`src/rtl/nco_multi_if.sv`:
```
// rtl/nco_multi_if.sv - slot/phase bus between the pitch pipeline, the NCO bank and the wavetable lookup
interface nco_multi_if #(
  parameter int VOICES    = 8,
  parameter int V_OSC     = 4,
  parameter int V_WIDTH   = 3,
  parameter int O_WIDTH   = 2,
  parameter int INC_WIDTH = 24,
  parameter int OUT_WIDTH = 11
);
  logic                 slot_en;
  logic [INC_WIDTH-1:0] osc_pitch_val;
  logic [VOICES-1:0]    osc_accum_zero;
  logic [V_OSC-1:0]     sync_mode;
  logic [V_WIDTH-1:0]   slot_vx;
  logic [O_WIDTH-1:0]   slot_ox;
  logic [OUT_WIDTH-1:0] phase_acc;
  logic [V_WIDTH-1:0]   phase_vx;
  logic [O_WIDTH-1:0]   phase_ox;
  logic                 phase_valid;
  logic                 phase_wrap;
  logic                 phase_frame;

  modport master (
    output slot_en, osc_pitch_val, osc_accum_zero, sync_mode,
    input  slot_vx, slot_ox, phase_acc, phase_vx, phase_ox,
           phase_valid, phase_wrap, phase_frame
  );

  modport slave (
    input  slot_en, osc_pitch_val, osc_accum_zero, sync_mode,
    output slot_vx, slot_ox, phase_acc, phase_vx, phase_ox,
           phase_valid, phase_wrap, phase_frame
  );
endinterface

```
`src/rtl/nco_multi.sv`:
```
// rtl/nco_multi.sv - time-multiplexed phase accumulator bank, one voice/oscillator slot per enabled clock
module nco_multi #(
  parameter int VOICES    = 8,
  parameter int V_OSC     = 4,
  parameter int V_WIDTH   = 3,
  parameter int O_WIDTH   = 2,
  parameter int INC_WIDTH = 24,
  parameter int ACC_WIDTH = 25,
  parameter int OUT_WIDTH = 11
) (
  input  logic       sCLK_XVXENVS,
  input  logic       reset_reg_N,
  nco_multi_if.slave bus
);

  logic [ACC_WIDTH-1:0] r_acc  [VOICES][V_OSC];
  logic                 r_pend [VOICES][V_OSC];
  logic [VOICES-1:0]    r_wrap0;
  logic [V_WIDTH-1:0]   r_slot_vx;
  logic [O_WIDTH-1:0]   r_slot_ox;

  logic [OUT_WIDTH-1:0] r_phase_acc;
  logic [V_WIDTH-1:0]   r_phase_vx;
  logic [O_WIDTH-1:0]   r_phase_ox;
  logic                 r_phase_valid;
  logic                 r_phase_wrap;
  logic                 r_phase_frame;

  logic [ACC_WIDTH-1:0] w_acc_cur;
  logic [ACC_WIDTH:0]   w_sum;
  logic [ACC_WIDTH-1:0] w_acc_next;
  logic                 w_carry;
  logic                 w_pend_hit;
  logic                 w_sync_hit;
  logic                 w_last_ox;
  logic                 w_last_vx;
  logic                 w_first_slot;

  always_comb begin
    w_acc_cur    = r_acc[r_slot_vx][r_slot_ox];
    w_pend_hit   = r_pend[r_slot_vx][r_slot_ox];
    w_sync_hit   = (r_slot_ox != '0) && bus.sync_mode[r_slot_ox] && r_wrap0[r_slot_vx];
    w_sum        = {1'b0, w_acc_cur} + {{(ACC_WIDTH + 1 - INC_WIDTH){1'b0}}, bus.osc_pitch_val};
    w_acc_next   = w_sum[ACC_WIDTH-1:0];
    w_carry      = w_sum[ACC_WIDTH];
    // note-on reset outranks hard sync; both report no carry
    if (w_pend_hit || w_sync_hit) begin
      w_acc_next = '0;
      w_carry    = 1'b0;
    end
    w_last_ox    = (r_slot_ox == O_WIDTH'(V_OSC - 1));
    w_last_vx    = (r_slot_vx == V_WIDTH'(VOICES - 1));
    w_first_slot = (r_slot_vx == '0) && (r_slot_ox == '0);
  end

  always_ff @(posedge sCLK_XVXENVS or negedge reset_reg_N) begin
    if (!reset_reg_N) begin
      r_slot_vx <= '0;
      r_slot_ox <= '0;
    end else if (bus.slot_en) begin
      if (w_last_ox) begin
        r_slot_ox <= '0;
        r_slot_vx <= w_last_vx ? '0 : r_slot_vx + 1'b1;
      end else begin
        r_slot_ox <= r_slot_ox + 1'b1;
      end
    end
  end

  always_ff @(posedge sCLK_XVXENVS or negedge reset_reg_N) begin
    if (!reset_reg_N) begin
      for (int v = 0; v < VOICES; v++) begin
        for (int o = 0; o < V_OSC; o++) begin
          r_acc[v][o] <= '0;
        end
      end
      r_wrap0 <= '0;
    end else if (bus.slot_en) begin
      r_acc[r_slot_vx][r_slot_ox] <= w_acc_next;
      if (r_slot_ox == '0) begin
        r_wrap0[r_slot_vx] <= w_carry;
      end
    end
  end

  // a held note-on request keeps re-arming, so it beats the clear of the slot being served
  always_ff @(posedge sCLK_XVXENVS or negedge reset_reg_N) begin
    if (!reset_reg_N) begin
      for (int v = 0; v < VOICES; v++) begin
        for (int o = 0; o < V_OSC; o++) begin
          r_pend[v][o] <= 1'b0;
        end
      end
    end else begin
      for (int v = 0; v < VOICES; v++) begin
        for (int o = 0; o < V_OSC; o++) begin
          if (bus.osc_accum_zero[v]) begin
            r_pend[v][o] <= 1'b1;
          end else if (bus.slot_en && (r_slot_vx == V_WIDTH'(v)) && (r_slot_ox == O_WIDTH'(o))) begin
            r_pend[v][o] <= 1'b0;
          end
        end
      end
    end
  end

  always_ff @(posedge sCLK_XVXENVS or negedge reset_reg_N) begin
    if (!reset_reg_N) begin
      r_phase_acc   <= '0;
      r_phase_vx    <= '0;
      r_phase_ox    <= '0;
      r_phase_valid <= 1'b0;
      r_phase_wrap  <= 1'b0;
      r_phase_frame <= 1'b0;
    end else if (bus.slot_en) begin
      r_phase_acc   <= w_acc_next[ACC_WIDTH-1 -: OUT_WIDTH];
      r_phase_vx    <= r_slot_vx;
      r_phase_ox    <= r_slot_ox;
      r_phase_valid <= 1'b1;
      r_phase_wrap  <= w_carry;
      r_phase_frame <= w_first_slot;
    end else begin
      r_phase_valid <= 1'b0;
      r_phase_frame <= 1'b0;
    end
  end

  assign bus.slot_vx     = r_slot_vx;
  assign bus.slot_ox     = r_slot_ox;
  assign bus.phase_acc   = r_phase_acc;
  assign bus.phase_vx    = r_phase_vx;
  assign bus.phase_ox    = r_phase_ox;
  assign bus.phase_valid = r_phase_valid;
  assign bus.phase_wrap  = r_phase_wrap;
  assign bus.phase_frame = r_phase_frame;

endmodule

```
`src/flat_wrapper.sv`:
```
// flat-port wrapper written by rule: the top's interface ports become plain ports
module nco_multi_flat 
#(
  parameter int VOICES    = 8,
  parameter int V_OSC     = 4,
  parameter int V_WIDTH   = 3,
  parameter int O_WIDTH   = 2,
  parameter int INC_WIDTH = 24,
  parameter int ACC_WIDTH = 25,
  parameter int OUT_WIDTH = 11
)
  (sCLK_XVXENVS, reset_reg_N, bus_slot_en, bus_osc_pitch_val, bus_osc_accum_zero, bus_sync_mode, bus_slot_vx, bus_slot_ox, bus_phase_acc, bus_phase_vx, bus_phase_ox, bus_phase_valid, bus_phase_wrap, bus_phase_frame);
  nco_multi_if #(.VOICES(VOICES), .V_OSC(V_OSC), .V_WIDTH(V_WIDTH), .O_WIDTH(O_WIDTH), .INC_WIDTH(INC_WIDTH), .OUT_WIDTH(OUT_WIDTH)) bus_i ();
  input  logic sCLK_XVXENVS;
  input  logic reset_reg_N;
  input wire logic [$bits(bus_i.slot_en)-1:0] bus_slot_en;
  input wire logic [$bits(bus_i.osc_pitch_val)-1:0] bus_osc_pitch_val;
  input wire logic [$bits(bus_i.osc_accum_zero)-1:0] bus_osc_accum_zero;
  input wire logic [$bits(bus_i.sync_mode)-1:0] bus_sync_mode;
  output wire logic [$bits(bus_i.slot_vx)-1:0] bus_slot_vx;
  output wire logic [$bits(bus_i.slot_ox)-1:0] bus_slot_ox;
  output wire logic [$bits(bus_i.phase_acc)-1:0] bus_phase_acc;
  output wire logic [$bits(bus_i.phase_vx)-1:0] bus_phase_vx;
  output wire logic [$bits(bus_i.phase_ox)-1:0] bus_phase_ox;
  output wire logic [$bits(bus_i.phase_valid)-1:0] bus_phase_valid;
  output wire logic [$bits(bus_i.phase_wrap)-1:0] bus_phase_wrap;
  output wire logic [$bits(bus_i.phase_frame)-1:0] bus_phase_frame;
  assign bus_i.slot_en = bus_slot_en;
  assign bus_i.osc_pitch_val = bus_osc_pitch_val;
  assign bus_i.osc_accum_zero = bus_osc_accum_zero;
  assign bus_i.sync_mode = bus_sync_mode;
  assign bus_slot_vx = bus_i.slot_vx;
  assign bus_slot_ox = bus_i.slot_ox;
  assign bus_phase_acc = bus_i.phase_acc;
  assign bus_phase_vx = bus_i.phase_vx;
  assign bus_phase_ox = bus_i.phase_ox;
  assign bus_phase_valid = bus_i.phase_valid;
  assign bus_phase_wrap = bus_i.phase_wrap;
  assign bus_phase_frame = bus_i.phase_frame;
  nco_multi #(.VOICES(VOICES), .V_OSC(V_OSC), .V_WIDTH(V_WIDTH), .O_WIDTH(O_WIDTH), .INC_WIDTH(INC_WIDTH), .ACC_WIDTH(ACC_WIDTH), .OUT_WIDTH(OUT_WIDTH)) u_core (.sCLK_XVXENVS(sCLK_XVXENVS), .reset_reg_N(reset_reg_N), .bus(bus_i));
endmodule
```
`config.mk`:
```
export PLATFORM = sky130hd
export DESIGN_NAME = nco_multi_flat
export DESIGN_NICKNAME = d
export VERILOG_FILES = /design/src/rtl/nco_multi_if.sv /design/src/rtl/nco_multi.sv /design/src/flat_wrapper.sv
export SDC_FILE = /design/constraint.sdc
export NUM_CORES = 2
export LEC_CHECK = 0
export CAP_MARGIN = 10
export CORE_UTILIZATION = 63
export CTS_CLUSTER_SIZE = 24
export DETAILED_ROUTE_END_ITERATION = 16
export HOLD_SLACK_MARGIN = 0.02
export PLACE_DENSITY = 0.8
export SYNTH_ARGS = -nofsm -noshare
export SYNTH_HDL_FRONTEND = slang
export SYNTH_SLANG_ARGS = --single-unit
```
`constraint.sdc`:
```
create_clock -name sCLK_XVXENVS -period 5.5 [get_ports sCLK_XVXENVS]
set_input_delay 1.1 -clock sCLK_XVXENVS [delete_from_list [all_inputs] [get_ports sCLK_XVXENVS]]
set_output_delay 1.1 -clock sCLK_XVXENVS [all_outputs]
set_load 0.03 [all_outputs]
```
-- Word-level counts from Yosys, hierarchy flattened
Cells that the tools add are included.
- register bits: 864
- input bits: 39
- word-level logic and storage cells: 273
- add/sub/neg operators: 3
- order comparisons: 7
- equality and inequality tests: 10
- muxes and demuxes: 94
- bitwise operators: 2
- reduce and logical (&&, ||, !) cells: 84
- operator list (kind ; count):
    800-bit bitwise mux ; 1
    100-bit binary-select mux with 3-bit select ; 1
    100-bit demux with 3-bit select ; 1
    100-bit two-way mux ; 3
    25-bit two-way mux ; 4
    1-bit two-way mux ; 72
    2-bit nonzero test ; 33
    25-bit binary-select mux with 2-bit select ; 1
    25-bit demux with 2-bit select ; 1
    1-bit logical AND ; 46
    25-bit by 24-bit adder with 26-bit output ; 1
    4-bit binary-select mux with 3-bit select ; 1
    3-bit == test, second input constant ; 4
    8-bit bitwise mux ; 1
    4-bit two-way mux ; 2
    3-bit by 2-bit == test with 1-bit output, second input constant ; 2
    1-bit binary-select mux with 2-bit select ; 2
    2-bit == test, second input constant ; 2
    4-bit >= comparator, second input constant ; 1
    3-bit by 4-bit less-than comparator with 1-bit output, second input constant ; 1
    4-bit by 1-bit less-than comparator with 1-bit output, second input constant ; 1
    3-bit inverter with 4-bit output ; 1
    2-bit AND reduction ; 2
    3-bit by 1-bit adder with 3-bit output, second input constant ; 1
    other kinds (15) ; 15

-- Depth between registers and ports, before layout
- depth after elaboration: 10
- depth in mapped cells: 23
- mapped depth without buffers: 17

-- Least setup slack after synthesis
No wires, ideal clock.
- kind: reg-to-reg
- start point: register u_core.r_slot_vx[1] (netlist: u_core.bus.slot_vx[1])
- end point: register u_core.r_acc[220] in the netlist's numbering
- setup time: 0.134 ns
- arrival time: 4.657 ns
- data required time: 5.366 ns
- path slack: 0.709 ns
- cell stages (with the launch flop): 21
- period minus slack after synthesis: 4.791 ns
- cell sequence: dfrtp_1 > buf_6 > buf_6 > buf_6 > buf_2 > buf_2 > buf_2 > mux2_2 > a22oi_1 > a31oi_1 > a22o_1 > ha_1 > inv_1 > fa_1 > nor2b_1 > o31a_1 > o31a_1 > a211o_1 > o311ai_2 > clkbuf_1 > o21ai_0
- cells in the longest elaborated chain, start to end: 10
- elaborated cells between the ends (all ways): 25
- those cells by class: add/sub: 1; order compare: 2; mux: 18; bitwise: 1; reduce/logical: 3
- ends and longest elaborated chain (item ; line ; source):
    start: declaration ; nco_multi.sv:19 ; logic [V_WIDTH-1:0] r_slot_vx;
    start signal: assignment ; nco_multi.sv:63 ; r_slot_vx <= w_last_vx ? '0 : r_slot_vx + 1'b1;
    3-bit inverter with 4-bit output (implied by the code) ; nco_multi.sv:40, nco_multi.sv:41, nco_multi.sv:79 ;
    100-bit binary-select mux with 3-bit select / 4-bit binary-select mux with 3-bit select (equally long branches) ; nco_multi.sv:40, nco_multi.sv:41 ;
    100-bit two-way mux (implied by the code) / 4-bit two-way mux (equally long branches) (2 in a row) ; nco_multi.sv:40, nco_multi.sv:41 ;
    25-bit binary-select mux with 2-bit select / 1-bit binary-select mux with 2-bit select (equally long branches) ; nco_multi.sv:40, nco_multi.sv:41 ;
    25-bit two-way mux (implied by the code) / 1-bit two-way mux (equally long branches) (2 in a row) ; nco_multi.sv:40, nco_multi.sv:41 ;
    25-bit by 24-bit adder with 26-bit output / 1-bit logical OR (equally long branches) ; nco_multi.sv:43, nco_multi.sv:47 ;
    25-bit two-way mux ; nco_multi.sv:47 ; if (w_pend_hit || w_sync_hit) begin
    800-bit bitwise mux * ; nco_multi.sv:79 ; r_acc[r_slot_vx][r_slot_ox] <= w_acc_next;
    end signal: indexed assignment ; nco_multi.sv:79 ;
    end: declaration ; nco_multi.sv:16 ; logic [ACC_WIDTH-1:0] r_acc [VOICES][V_OSC];
Every way passes the cells marked *; elsewhere a longest branch is shown, timed or not. The select of a mux whose other input is x is not followed.
A chain may end at the register's enable or synchronous reset.

-- Final worst setup path
- start point: register u_core.r_slot_vx[1] (netlist: u_core.bus.slot_vx[1])
- end point: register u_core.r_acc[747] in the netlist's numbering
The elaborated chain is that of the path after synthesis.

==> summary by stage <==
Outcome
The flow ran to the end, and the final reports show no timing, DRC or antenna violations.

Detailed routing
The DRC violations left is 0. The average vias per placed instance is approximately 7. The count of nets left with antenna violations once routing finished came out at 0.

The routed wire length is between 100000 and 150000 um. The pre-antenna-repair detailed-routing pass consisted of 14 iterations. Dividing the detail-routed wire length by the instance count gives around 27 um.

The detailed router's first-iteration violation count is about 4500. The routed layout has 33200 vias.

Layout
The fraction of layout instances using a drive strength above 1 is 0.104. The relative area change from synthesis to final layout is 11.8%. The number of nets in the final layout is 4072. The flip-flop and latch area is ~22000 um^2. The final cell area excluding filler cells is between 40000 and 50000 um^2.

The filler cell count in the final layout is 4360. The number of cells in the finished layout apart from fillers is a little under 5000. The area of the multi-input gates is 15700 um^2.

Logic synthesis
The number of synthesized flops with an enable pin is 0. The synthesized area divided by synthesized cell count is roughly 9.5 um^2. After synthesis, the share of flip-flops with an asynchronous set or reset is 1.00. Counting every net in the synthesized netlist gives about 4200. The portion of the post-synthesis area used by sequential elements is 0.559. The dominant register cell in the synthesized netlist is sky130_fd_sc_hd__dfrtp_1. The count of synthesis-stage warnings from yosys is 0. Counting flops and latches in the post-synthesis netlist gives ~860. The count of mapped cells out of synthesis is slightly above 4000. In this run the cell area of the synthesized design comes to between 30000 and 40000 um^2. The distinct cell type count after synthesis is between 60 and 70.

Clock network
At the later pin of the worst-skew pair, clock insertion delay measures 0.65 ns. The depth of the CTS H-tree is 3. The number of buffers on the longest clock path is 3. The cell sitting at the root of the clock tree is a sky130_fd_sc_hd__clkbuf_16. The TritonCTS clock tree is yes. The number of hold buffers added after CTS was 0. In this run, CTS created clock tree buffers numbering 86. The post-CTS setup-driven buffer insertion count is 0. The count of instances resized after the clock tree is built is 0.

CTS saw between 800 and 900 sinks. After clock tree synthesis, the clock-pin slew on the worst setup and hold paths is 0.07 ns.

Global routing
The number of global-route vias before repair was around 32000. The global-route congestion overflow total is 0. Entering global routing, the biggest net connects between 150 and 200 pins. The first global-routing pass estimated 197000 um of wire. The total global-route track usage is 0.420. The number of antenna violations at the first check in global routing is 5.

Timing
Measured against its own limit, the worst slew margin works out to 0.177. The final hold violation count was 0. Once routing completed, OpenROAD measured the worst setup slack at around 0.12 ns. Setup repair after global routing left no endpoint under its margin. The post-route clock skew is approximately 0.034 ns.

The maximum achievable frequency is 0.186 GHz. The number of pins with negative max-slew slack in the final report came to 0. Setup violations remaining at the end of the flow were counted as 0.

The worst path needs about 5.4 ns of the cycle, external delays included. For the final routed database, the setup TNS stands at 0 ns. The transition time at the pin with the least slew margin is between 1 and 1.5 ns.

The ratio of final minimum period to clock period is 0.979.

Setup path
The nature of the critical path startpoint is a flop. The class of the most critical setup path is reg2reg. The critical path's top delay family is compound AO/OA/AOI/OAI gates. The arrival time reported for the critical path endpoint is just under 6 ns. The highest net fanout along the worst path is 33. STA classifies the critical path endpoint as a flop. The total buffers and inverters traversed by the critical path is 3. The longest individual stage delay on the worst path is approximately 0.59 ns. Data on the critical path is required at its endpoint by 6.05 ns. The slowest cell on the critical path is sky130_fd_sc_hd__dfrtp_4. The signal on the critical path passes through nand2_1 -> nor2_4 -> buf_4 -> a22oi_1 -> nand3_1 -> a21oi_1 -> a31oi_1 -> a21oi_1 -> fa_1 -> nor2b_1 -> o31a_1 -> o21ai_0 -> a2111oi_0 -> buf_4 -> nor3_1 -> nand3b_1 -> buf_12 -> o21ai_0.

Floorplan
The chip width is around 250 um. The I/O pin total is 63. After floorplanning, the core was sized to cover between 60000 and 70000 um^2.

From bottom edge to top edge, the die measures 250 um. For this configuration, the core starts out at a cell density of 0.639. Row generation in the floorplan step produced 90 rows. The floorplan step defined a die boundary enclosing around 62000 um^2.

Power and ir drop
VDD sags by at most about 0.43 mV. The total power is 28.1 mW. For this design the static power due to leakage is 18.8 nW. The power density relative to cell area is roughly 650 nW/um^2.

Placement
The congestion estimate from routability-driven global placement came to 0.979. The placed standard-cell area is a little over 40000 um^2. Once placement completed, the tool counted placed cells totaling roughly 4700. OpenSTA, run right after detailed placement, puts the worst setup slack at approximately 0.33 ns. The number of input and output port buffers inserted is 62. After legalization and detailed placement, the total HPWL measured approximately 76000 um.

Min path
The class of the tightest hold or removal check is reg2reg.

Flow run
The tool flagged a number of max-cap violations equal to 0.
==> synthesized netlist by cell type, types with 13 or more instances <==
cell type                  count  area (um^2)
sky130_fd_sc_hd__a21o_1       41          308
sky130_fd_sc_hd__mux2i_1      80          801
sky130_fd_sc_hd__clkbuf_1    325         1220
sky130_fd_sc_hd__mux2_2       47          529
sky130_fd_sc_hd__mux4_2       25          563
sky130_fd_sc_hd__ha_1         34          425
sky130_fd_sc_hd__dfrtp_1     864        21600
sky130_fd_sc_hd__o211ai_1     17          128
sky130_fd_sc_hd__nand4_1      18          113
sky130_fd_sc_hd__nand3_1      68          340
sky130_fd_sc_hd__a21oi_1     160          801
sky130_fd_sc_hd__buf_1        13         48.8
sky130_fd_sc_hd__a22oi_1     127          953
sky130_fd_sc_hd__o31ai_1      35          263
sky130_fd_sc_hd__inv_1        24         90.1
sky130_fd_sc_hd__a221oi_1     58          508
sky130_fd_sc_hd__nand2_1     951         3570
sky130_fd_sc_hd__nor2_1      102          383
sky130_fd_sc_hd__o21ai_0     862         4310
sky130_fd_sc_hd__a22o_1       33          289
sky130_fd_sc_hd__buf_2        31          155
==> through the flow <==
step	hold slack, ns	util
after floorplan	0.443	-
after global placement	0.453	0.667
after detailed placement	0.464	0.667
after CTS	0.478	0.714
after global routing	0.490	0.714
final	0.474	0.714
==> where the power goes <==
group / switching, mW / internal [mW] / total [mW]
Clock: 2.55 / 3.46 / 6.02
Combinational: 8.71 / 3.71 / 12.4
Sequential: 1.24 / 8.41 / 9.65
==> area by class of cell <==
| type | count | area share |
|---|---|---|
| Multi-Input combinational cell | 2808 | 0.362 |
| Sequential cell | 864 | 0.500 |
| Clock inverter | 26 | 0.00737 |
| Clock buffer | 125 | 0.0583 |
| Antenna cell | 3 | 0.000174 |
| Inverter | 25 | 0.00217 |
| Timing Repair Buffer | 213 | 0.0475 |
| Tap cell | 782 | 0.0226 |
==> worst register-to-register path, cell delays in order (launching register included) <==
cell                        delay [ns]
sky130_fd_sc_hd__dfrtp_4          0.59
sky130_fd_sc_hd__nand2_1          0.35
sky130_fd_sc_hd__nor2_4           0.44
sky130_fd_sc_hd__buf_4            0.39
sky130_fd_sc_hd__a22oi_1          0.17
sky130_fd_sc_hd__nand3_1          0.13
sky130_fd_sc_hd__a21oi_1          0.05
sky130_fd_sc_hd__a31oi_1          0.29
sky130_fd_sc_hd__a21oi_1          0.19
sky130_fd_sc_hd__fa_1             0.45
sky130_fd_sc_hd__nor2b_1          0.32
sky130_fd_sc_hd__o31a_1           0.27
sky130_fd_sc_hd__o21ai_0          0.24
sky130_fd_sc_hd__a2111oi_0        0.50
sky130_fd_sc_hd__buf_4            0.19
sky130_fd_sc_hd__nor3_1           0.03
sky130_fd_sc_hd__nand3b_1         0.22
sky130_fd_sc_hd__buf_12           0.21
sky130_fd_sc_hd__o21ai_0          0.25
==> sequential cells by signal, summed over array words and instances, names as in the netlist <==
register	count
u_core.bus.phase_acc	11
u_core.bus.phase_frame	1
u_core.bus.phase_valid	1
u_core.bus.slot_ox	2
u_core.bus.slot_vx	3
u_core.r_acc	800
u_core.bus.phase_vx	3
u_core.bus.phase_ox	2
u_core.bus.phase_wrap	1
u_core.r_wrap0	8
u_core.r_pend	32
==> layout by cell type, fill, tap and decap left out, types with 12 or more instances in the layout <==
cell type | synthesis | routed
sky130_fd_sc_hd__a211oi_1 | 12 | 12
sky130_fd_sc_hd__a21o_1 | 41 | 41
sky130_fd_sc_hd__a21oi_1 | 160 | 160
sky130_fd_sc_hd__a221oi_1 | 58 | 58
sky130_fd_sc_hd__a22o_1 | 33 | 33
sky130_fd_sc_hd__a22oi_1 | 127 | 127
sky130_fd_sc_hd__buf_12 | 0 | 24
sky130_fd_sc_hd__buf_4 | 3 | 127
sky130_fd_sc_hd__clkbuf_1 | 325 | 19
sky130_fd_sc_hd__clkbuf_16 | 0 | 88
sky130_fd_sc_hd__clkbuf_8 | 0 | 18
sky130_fd_sc_hd__clkdlybuf4s50_1 | 0 | 60
sky130_fd_sc_hd__clkinv_2 | 0 | 14
sky130_fd_sc_hd__dfrtp_1 | 864 | 859
sky130_fd_sc_hd__ha_1 | 34 | 34
sky130_fd_sc_hd__inv_1 | 24 | 23
sky130_fd_sc_hd__mux2_2 | 47 | 47
sky130_fd_sc_hd__mux2i_1 | 80 | 80
sky130_fd_sc_hd__mux4_2 | 25 | 25
sky130_fd_sc_hd__nand2_1 | 951 | 919
sky130_fd_sc_hd__nand2_2 | 0 | 32
sky130_fd_sc_hd__nand3_1 | 68 | 68
sky130_fd_sc_hd__nand4_1 | 18 | 18
sky130_fd_sc_hd__nor2_1 | 102 | 97
sky130_fd_sc_hd__o211ai_1 | 17 | 17
sky130_fd_sc_hd__o21ai_0 | 862 | 862
sky130_fd_sc_hd__o31ai_1 | 35 | 34
==> cells by family (layout without fill, tap and decap cells) <==
family                     Yosys count  count (layout)  share of synthesized area
AOI/OAI and AO/OA                 1420            1420                      0.214
and+or+nand+nor                   1188            1188                      0.122
DFF                                864             864                      0.559
buffers and inverters              405             389                     0.0416
muxes                              152             152                     0.0489
adders and majority gates           35              35                     0.0115
xor gates and xnor gates            13              13                    0.00314
other                                0               3                          0
==> layer usage <==
layer / track usage / vias to the layer above / share of wire
met4: 0.237 / 2 / 0.064
met3: 0.134 / 597 / 0.14
li1: - / 14100 / -
met1: 0.556 / 16100 / 0.36
met5: 0 / - / 0.00010
met2: 0.615 / 2433 / 0.43
==> worst paths after layout <==
kind,end,slack (ns),cells past startpoint,start
max,u_core.r_acc[747],0.12,18,u_core.bus.slot_vx[1]
min,u_core.r_acc[770],0.47,2,u_core.r_acc[770]
max reg2reg,u_core.r_acc[747],0.12,18,u_core.bus.slot_vx[1]
min reg2reg,u_core.r_acc[770],0.47,2,u_core.r_acc[770]
max in group asynchronous,u_core.r_acc[439],3.57,2,reset_reg_N
min in group asynchronous,u_core.r_pend[17],0.52,1,reset_reg_N
No activity file was read; power rests on OpenSTA's default activity.
